**src/rtl/reciprocal_table_writer.sv**
```systemverilog
// Builds the Q1.(WIDTH_OUT-1) reciprocal table in RAM: x_a by one serial divide, y_a = unity/x_a by a second.
// Optional RECIP_WRITER_CKSUM_EN adds a running checksum port over all accepted write words.
module reciprocal_table_writer #(
   parameter int unsigned WIDTH_IN  = 17,
   parameter int unsigned WIDTH_OUT = 24,
   parameter int unsigned LUT_SIZE  = 1024,
   parameter int unsigned X_MAX     = 76800,
   localparam int unsigned AW       = $clog2(LUT_SIZE)
) (
   input  logic                 clk,
   input  logic                 reset,
   input  logic                 start,
   output logic                 busy,
   output logic                 done,
   output logic                 wr_en,
   input  logic                 wr_ready,
   output logic [AW-1:0]        wr_addr,
   output logic [WIDTH_OUT-1:0] wr_data
`ifdef RECIP_WRITER_CKSUM_EN
   ,
   output logic [WIDTH_OUT-1:0] cksum
`endif
);

   localparam int unsigned DW = 32;
   localparam int unsigned CW = 5;
   localparam logic [WIDTH_OUT-1:0] UNITY = {1'b1, {(WIDTH_OUT-1){1'b0}}};

   typedef enum logic [2:0] {
      S_IDLE  = 3'd0,
      S_MAP   = 3'd1,
      S_RECIP = 3'd2,
      S_WRITE = 3'd3,
      S_DONE  = 3'd4
   } state_t;

   state_t         state;
   state_t         state_nxt;
   logic           busy_nxt;
   logic           done_nxt;
   logic           wr_en_nxt;

   logic [DW-1:0]  num;
   logic [DW-1:0]  rem;
   logic [DW-1:0]  den;
   logic [CW-1:0]  cnt;

   logic           step_last;
   logic           last_entry;
   logic           accept_start;
   logic           accept_wr;
   logic [AW-1:0]  a_load;
   logic [DW-1:0]  map_num;
   logic [DW:0]    rem_sh;
   logic [DW:0]    diff;
   logic           q_bit;
   logic [DW-1:0]  rem_nxt;
   logic [DW-1:0]  num_nxt;

   assign step_last    = (cnt == CW'(31));
   assign last_entry   = (wr_addr == AW'(LUT_SIZE-1));
   assign accept_start = (state == S_IDLE) && start;
   assign accept_wr    = (state == S_WRITE) && wr_ready;

   // Numerator for the index-to-x mapping: a*X_MAX + LUT_SIZE-2 gives the ceiling divide.
   assign a_load  = accept_start ? '0 : wr_addr + AW'(1);
   assign map_num = DW'(a_load) * DW'(X_MAX) + DW'(LUT_SIZE-2);

   // One restoring-divide step; quotient bits shift into num from the bottom.
   assign rem_sh  = {rem, num[DW-1]};
   assign diff    = rem_sh - {1'b0, den};
   assign q_bit   = ~diff[DW];
   assign rem_nxt = q_bit ? diff[DW-1:0] : rem_sh[DW-1:0];
   assign num_nxt = {num[DW-2:0], q_bit};

   // State register
   always_ff @(posedge clk) begin
      if (reset) state <= S_IDLE;
      else       state <= state_nxt;
   end

   // Next-state logic
   always_comb begin
      state_nxt = state;
      case (state)
         S_IDLE:  if (start) state_nxt = S_MAP;
         S_MAP:   if (step_last) state_nxt = S_RECIP;
         S_RECIP: if (step_last) state_nxt = S_WRITE;
         S_WRITE: if (wr_ready) state_nxt = last_entry ? S_DONE : S_MAP;
         S_DONE:  state_nxt = S_IDLE;
         default: state_nxt = S_IDLE;
      endcase
   end

   // Output decode from the next state so the status flags come straight from flops
   always_comb begin
      busy_nxt  = 1'b0;
      done_nxt  = 1'b0;
      wr_en_nxt = 1'b0;
      case (state_nxt)
         S_MAP, S_RECIP: busy_nxt = 1'b1;
         S_WRITE: begin
            busy_nxt  = 1'b1;
            wr_en_nxt = 1'b1;
         end
         S_DONE:  done_nxt = 1'b1;
         default: ;
      endcase
   end

   always_ff @(posedge clk) begin
      if (reset) begin
         busy  <= 1'b0;
         done  <= 1'b0;
         wr_en <= 1'b0;
      end else begin
         busy  <= busy_nxt;
         done  <= done_nxt;
         wr_en <= wr_en_nxt;
      end
   end

   // Divider datapath, entry index and write word
   always_ff @(posedge clk) begin
      if (reset) begin
         wr_addr <= '0;
         wr_data <= '0;
         num     <= '0;
         rem     <= '0;
         den     <= '0;
         cnt     <= '0;
      end else if (accept_start || (accept_wr && !last_entry)) begin
         wr_addr <= a_load;
         num     <= map_num;
         rem     <= '0;
         den     <= DW'(LUT_SIZE-1);
         cnt     <= '0;
      end else if (state == S_MAP || state == S_RECIP) begin
         cnt <= cnt + CW'(1);
         if (step_last && state == S_MAP) begin
            num <= DW'(UNITY);
            rem <= '0;
            den <= DW'(num_nxt[WIDTH_IN-1:0]);
         end else begin
            num <= num_nxt;
            rem <= rem_nxt;
         end
         // x of 0 or 1 saturates to unity; the divide still runs its full length
         if (step_last && state == S_RECIP)
            wr_data <= (den <= DW'(1)) ? UNITY : WIDTH_OUT'(num_nxt);
      end
   end

`ifdef RECIP_WRITER_CKSUM_EN
   // Running sum of accepted words, restarted with each build
   always_ff @(posedge clk) begin
      if (reset || accept_start) cksum <= '0;
      else if (accept_wr)        cksum <= cksum + wr_data;
   end
`endif

endmodule
```
**config.mk**
```make
export PLATFORM = sky130hd
export DESIGN_NAME = reciprocal_table_writer
export DESIGN_NICKNAME = d
export VERILOG_FILES = /design/src/rtl/reciprocal_table_writer.sv
export SDC_FILE = /design/constraint.sdc
export NUM_CORES = 1
export LEC_CHECK = 0
export BUFFER_PORTS_ARGS = -buffer_cell sky130_fd_sc_hd__buf_2
export CORE_UTILIZATION = 49
export DETAILED_ROUTE_END_ITERATION = 6
export PLACE_DENSITY = 0.68
export SLEW_MARGIN = 40
export SYNTH_ARGS = -nofsm -noshare
export SYNTH_HDL_FRONTEND = slang
export SYNTH_SLANG_ARGS = --single-unit
```
**constraint.sdc**
```tcl
create_clock -name clk -period 6.1 [get_ports clk]
set_clock_uncertainty 0.05 [all_clocks]
set_input_delay 1.22 -clock clk [delete_from_list [all_inputs] [get_ports clk]]
set_output_delay 1.22 -clock clk [all_outputs]
set_load 0.01 [all_outputs]
```
==> results.txt, run 1 <==
Outcome - completed
Most frequent CP cell - ha_1
Distinct cells, synth - 54
Setup CP Type - primary input to flip-flop
Relative slew slack - 0.561
Rows - 44
Commonest cells after routing, fill and taps aside - dfxtp_1 (126), nand2_1 (115), nor2_1 (81)
Avg Cell Area, Syn - 8.33 um2
DP Worst Slack - 332 ps
Initial Util - 0.500
Number of synthesized flops with an enable pin - 0
Fmax - 186 MHz
Largest delay share family, worst path - adder cells
Core area - 14500 um2
IO Count - 41
CTS tree - yes
Setup TNS - 0 ps
Clk Latency, worst-skew pair - 420 ps
Worst setup EP type - flip-flop
DR DRC count - 0
Clock tree buffer depth - 2
Htree depth - 4
Hold EP - den[16]
First-pass GRT wire length - 28000 um
Filler cell count - 1315
Buffer and inverter count on the worst path - 3
Commonest non-fill, non-tap cell in the layout - dfxtp_1
Fin. Hold Viols - 0
Hold path depth - 2
Vias in the first global route - 5825
CTS clk-pin slew, worst paths - 60 ps
Syn Nets - 949
Mapped cell area - 7240 um2
Crit path DAT - 5670 ps
Slowest cell on the critical path - fa_1
CP Launch Type - primary input
Hold WC Path Type - flip-flop to flip-flop
Asr flop ratio synth - 0
Critical Path, Cell by Cell - buf_2, and3_1, nor2_1, ha_1, ha_1, inv_1, fa_1, fa_1, inv_1, ha_1, or2_2, a21oi_1, o21bai_1, o21ai_0, nor2b_1, nor2_1, nor3b_1, o21ai_0, a21oi_1
Die area - 15300 um2
Worst R2R End - num[25]
Footprint of the multi-input gates - 4360 um2
GRT Residual Overflow - 0
Worst-Margin Slew - 658 ps
GRT Total Usage - 0.233
RSZ-0062 raised after global routing - no
Setup slack after layout - 737 ps
Worst-path fanout max - 14
Share of cells above drive strength 1 - 0.111
Pin count of the biggest net entering global routing - 59
Post-CTS Setup Bufs - 0
Total Power - 4.93 mW
Crit path largest cell delay - 520 ps
Path depth of the worst reg2reg path - 21
Hold-fix buffers, CTS - 0
DR iter-0 viols - 366
Cell Pwr Density - 601 nW/um2
Tcrit/Tclk final - 0.879
Sequential area share after synthesis - 0.348
GPL Wtd Cong - 0.833
Main synth FF type - dfxtp_1
Initial antenna violation count - 0
WL/cell - 15.1 um
CTS buffer count - 17
Antenna viol nets, final - 0
Die Ht - 124 um
Die width - 124 um
Origin of the critical flop-to-flop path - wr_addr[0]
Final min period - 5360 ps
Final Max Tran Viols - 0
Hold Path Origin - den[16]
Layout area overhead - 13.3%
Average vias per placed instance - 5.57
Worst vdd rail ir drop - 0.522 mV
Yosys warns - 0
Reg2reg setup slack - 810 ps
Lkg Pwr - 3.60 nW
Fin util - 0.567
Mapped Cells - 870
HPWL reported at the end of detailed placement - 11200 um
Post-synthesis register bit count - 126
Total Wirelength - 16400 um
Seq. cell area - 2520 um2
First-pass DRT Iterations - 5
Required time worst endpoint - 6400 ps
Port Buffers - 40
N_diodes - 0
Post-CTS sizing - 0
Root Driver - clkbuf_16
Via Count - 6078
Final setup fails - 0
Final nets - 974
Max-cap violation count - 0
CTS Sinks - 126
==> final cells by class <==
cell class	instances	area share
clock inverter	13	0.0185
clock buffer	19	0.0552
multi-input combinational	644	0.531
tap	184	0.0281
timing repair buffer	52	0.0354
inverter	54	0.0247
sequential	126	0.307
==> registers in the layout (all words and copies together), names as in the netlist <==
register and cells:
busy 1, cnt 5, den 17, done 1, num 32, rem 32, state 3, wr_addr 10
wr_data 24, wr_en 1
==> cells in the mapped netlist, drive strengths merged (5+ instances only) <==
cell	number	area, um2
a21o	9	67.6
a21oi	44	220
a222oi	6	60.1
a22o	8	70.1
a22oi	29	218
a31oi	28	175
and3	9	56.3
buf	7	37.5
clkbuf	39	146
dfxtp	126	2520
fa	12	240
ha	63	788
inv	54	203
mux2i	12	120
nand2	116	435
nand2b	5	38.8
nand3	33	165
nor2	85	322
nor2b	12	75.1
nor3	17	90.1
nor4	8	50.1
o211ai	5	37.5
o21a	8	60.1
o21ai	42	221
or3	6	37.5
xnor2	25	219
xor2	26	228
==> tightest hold or removal path: stages (launching register included) <==
cell	delay (ps)
dfxtp_1	310
nand2_1	50
a21oi_1	50
==> power by group <==
| part | internal, mW | switching [mW] |
|---|---|---|
| clock | 0.632 | 0.402 |
| combinational | 1.27 | 1.57 |
| sequential | 0.938 | 0.121 |
==> worst max-delay path by stage <==
stage | start | endpoint | slack, ps | depth (start not counted)
global route | start | num[25] | 420 | 19
detailed placement | start | num[25] | 330 | 19
floorplan | start | num[25] | 780 | 19
finish | start | num[25] | 740 | 19
CTS | start | num[25] | 770 | 19
global placement | start | num[25] | 420 | 19
==> stage by stage <==
stage	cell area [um2]	std cells	hold slack (ps)
detailed placement	7600	1060	398
global route	8210	1092	426
CTS	8210	1092	406
floorplan	7240	870	386
finish	8210	1092	404
global placement	7600	1060	394
==> cell families (layout without fill, tap and decap cells) <==
kind of cell | count (synthesis) | count (layout) | synth area share
fa+ha+maj | 75 | 75 | 0.142
mux | 12 | 12 | 0.0166
buf+inv | 100 | 138 | 0.0534
xor+xnor | 51 | 51 | 0.0617
compound gates | 200 | 200 | 0.186
simple gates | 306 | 306 | 0.192
flops | 126 | 126 | 0.348
==> routing by layer <==
layer / global-route usage / routed length, um / vias up / part of all wire
li1: - / - / 3089 / -
met1: 0.303 / 7820 / 2842 / 0.48
met2: 0.385 / 7680 / 129 / 0.47
met3: 0.0481 / 755 / 18 / 0.046
met4: 0.0723 / 193 / 0 / 0.012
met5: 0 / 0 / - / 0
Power figures use the tool's default switching activity.
==> run 2: changes to the inputs <==
- PLACE_DENSITY: 0.68 -> 0.71
- clock period: 6.1 -> 4.7 ns (I/O delays scaled with it)
==> run 2 against run 1 <==
Net effect: register-to-register slack lost 620 ps; critical endpoint is now num[24]; critical path depth grew 1; largest cell class unchanged; final cell count grew 2.6%; clock power grew 31%; via count grew 4.0%; worst setup slack lost 550 ps; flip-flop and latch count is the same.
==> results.txt, run 2 (synthesis results as in run 1) <==
GPL Wtd Cong - 0.834 (was 0.833)
GRT Residual Overflow - 0 (unchanged)
Lkg Pwr - 3.74 nW (was 3.60 nW)
N_diodes - 0 (unchanged)
Int Power - 3.72 mW (was 2.84 mW)
Root Driver - clkbuf_16 (unchanged)
CTS Sinks - 126 (unchanged)
Logic pwr share - 0.578 (was 0.576)
IO Count - 41 (unchanged)
Switching part of the total power - 0.422 (was 0.424)
Setup CP Type - flip-flop to flip-flop (was primary input to flip-flop)
Tcrit/Tclk final - 0.961
Top Registers - num x32, rem x32, wr_data x24 (unchanged)
Fin. Hold Viols - 0 (unchanged)
Sequential share of power - 0.213 (was 0.215)
Hold Path Origin - den[12] (was den[16])
CTS buffer count - 17 (unchanged)
Core area - 14500 um2 (unchanged)
DR iter-0 viols - 397 (was 366)
Relative slew slack - 0.474 (was 0.561)
First-pass DRT Iterations - 6 (was 5)
Clock tree buffer depth - 2 (unchanged)
Vias in the first global route - 5823 (was 5825)
Final Max Tran Viols - 0 (unchanged)
Final nets - 1002 (was 974)
Via Count - 6319 (was 6078)
Critical path origin - wr_addr[0] (was start)
Initial Util - 0.500 (unchanged)
HPWL reported at the end of detailed placement - 11700 um (was 11200 um)
Initial antenna violation count - 0 (unchanged)
Antenna viol nets, final - 0 (unchanged)
CTS clk-pin slew, worst paths - 60 ps (about the same)
Final setup fails - 0 (unchanged)
Layout area overhead - 18.4% (was 13.3%)
Final min period - 4510 ps
Worst-path fanout max - 4 (was 14)
Reg2reg setup slack - 190 ps (was 810 ps)
Outcome - completed (unchanged)
GRT Total Usage - 0.234 (was 0.233)
DR DRC count - 0 (unchanged)
Max-cap violation count - 0 (unchanged)
Origin of the critical flop-to-flop path - wr_addr[0] (unchanged)
Die area - 15300 um2 (unchanged)
CP Launch Type - flip-flop (was primary input)
Required time worst endpoint - 4930 ps (was 6400 ps)
Fin area - 8580 um2 (was 8210 um2)
Worst-Margin Slew - 788 ps (was 658 ps)
Share of cells above drive strength 1 - 0.162 (was 0.111)
Cell Pwr Density - 751 nW/um2 (was 601 nW/um2)
Pin count of the biggest net entering global routing - 77 (was 59)
Worst setup EP type - flip-flop (unchanged)
Fmax - 221 MHz
Rows - 44 (unchanged)
Commonest cells after routing, fill and taps aside - dfxtp_1 (124), nand2_1 (115), nor2_1 (75) (was dfxtp_1 (126), nand2_1 (115), nor2_1 (81))
Net Sw Power - 2.72 mW (was 2.09 mW)
Hold WC Path Type - flip-flop to flip-flop (unchanged)
Clock power frac - 0.209 (was 0.210)
Commonest non-fill, non-tap cell in the layout - dfxtp_1 (unchanged)
Hold-fix buffers, CTS - 0 (unchanged)
WL/cell - 15.3 um (was 15.1 um)
Total Wirelength - 17100 um (was 16400 um)
Port Buffers - 40 (unchanged)
Worst vdd rail ir drop - 0.629 mV (was 0.522 mV)
First-pass GRT wire length - 27800 um (was 28000 um)
Average vias per placed instance - 5.64 (was 5.57)
Die Ht - 124 um (unchanged)
Clk Latency, worst-skew pair - 420 ps (about the same)
Crit path DAT - 4750 ps (was 5670 ps)
Filler cell count - 1302 (was 1315)
CTS tree - yes (unchanged)
Cell Area, Placed - 7820 um2 (was 7600 um2)
Die width - 124 um (unchanged)
Final hold slack - 404 ps (about the same)
Htree depth - 4 (unchanged)
-- run 2: cell count changes in the layout (fill, tap and decap cells not counted), sizes merged --
cell,before,now
buf,52,80
bufinv,2,3
clkbuf,19,20
clkinv,6,4
clkinvlp,0,2
inv,59,57
-- run 2: final timing paths --
| check | to | cells after the start |
|---|---|---|
| setup / recovery | num[24] | 20 |
| hold / removal | den[12] | 2 |
| setup reg to reg | num[24] | 20 |
| hold reg to reg | den[12] | 2 |
-- run 2: layout make-up --
type | instances | area [um2] | share of cell area
flip-flops and latches | 126 | 2520 | 0.294
repair buffers | 80 | 504 | 0.0588
well taps | 184 | 230 | 0.0268
multi-input cells | 644 | 4510 | 0.526
clock inverters | 12 | 159 | 0.0185
inverters | 54 | 203 | 0.0236
clock buffers | 20 | 447 | 0.0521
-- run 2: metal layers --
metal | track usage | wire length, um | up-vias
met5 | 0 | 0 | -
met3 | 0.0549 | 810 | 29
met2 | 0.376 | 8070 | 148
met4 | 0.0843 | 312 | 0
li1 | - | - | 3145
met1 | 0.305 | 7910 | 2997
-- run 2: worst max-delay path, stage by stage (launching register included) --
cell	delay, ps
dfxtp_2	360
ha_4	130
and3_4	220
nand3_4	110
xor2_4	210
nor2_4	130
buf_4	140
ha_1	220
ha_1	300
fa_1	550
inv_1	50
fa_1	500
inv_1	40
ha_1	300
nand3_1	120
nor3_1	290
nor2b_4	80
a21oi_2	170
xor2_1	90
a222oi_1	260
nor2_1	60
-- run 2: power by group through the flow --
stage	logic [mW]	registers (mW)	clock network [mW]
2_1_floorplan	3.19	1.36	0
3_3_place_gp	3.65	1.39	0
3_5_place_dp	3.68	1.40	0
4_1_cts	3.74	1.38	1.36
5_1_grt	4.09	1.39	1.42
6_report	3.72	1.38	1.35
-- run 2: timing repair --
item,4_1_cts,5_1_grt
setup endpoints to repair,1,6
pin swaps,0,12
resized for setup,1,27
buffers inserted,0,3
-- run 2: through the flow --
step / worst slack [ps] / utilization / TNS, ps / power [mW] / std cells
after floorplan: 3.98 / - / 0 / 4.54 / 870
after global placement: -104 / 0.540 / -353 / 5.05 / 1085
after detailed placement: -192 / 0.540 / -632 / 5.08 / 1085
after CTS: 2.52 / 0.583 / 0 / 6.48 / 1117
after global routing: -46.7 / 0.592 / -69.6 / 6.91 / 1120
final: 185 / 0.592 / 0 / 6.44 / 1120
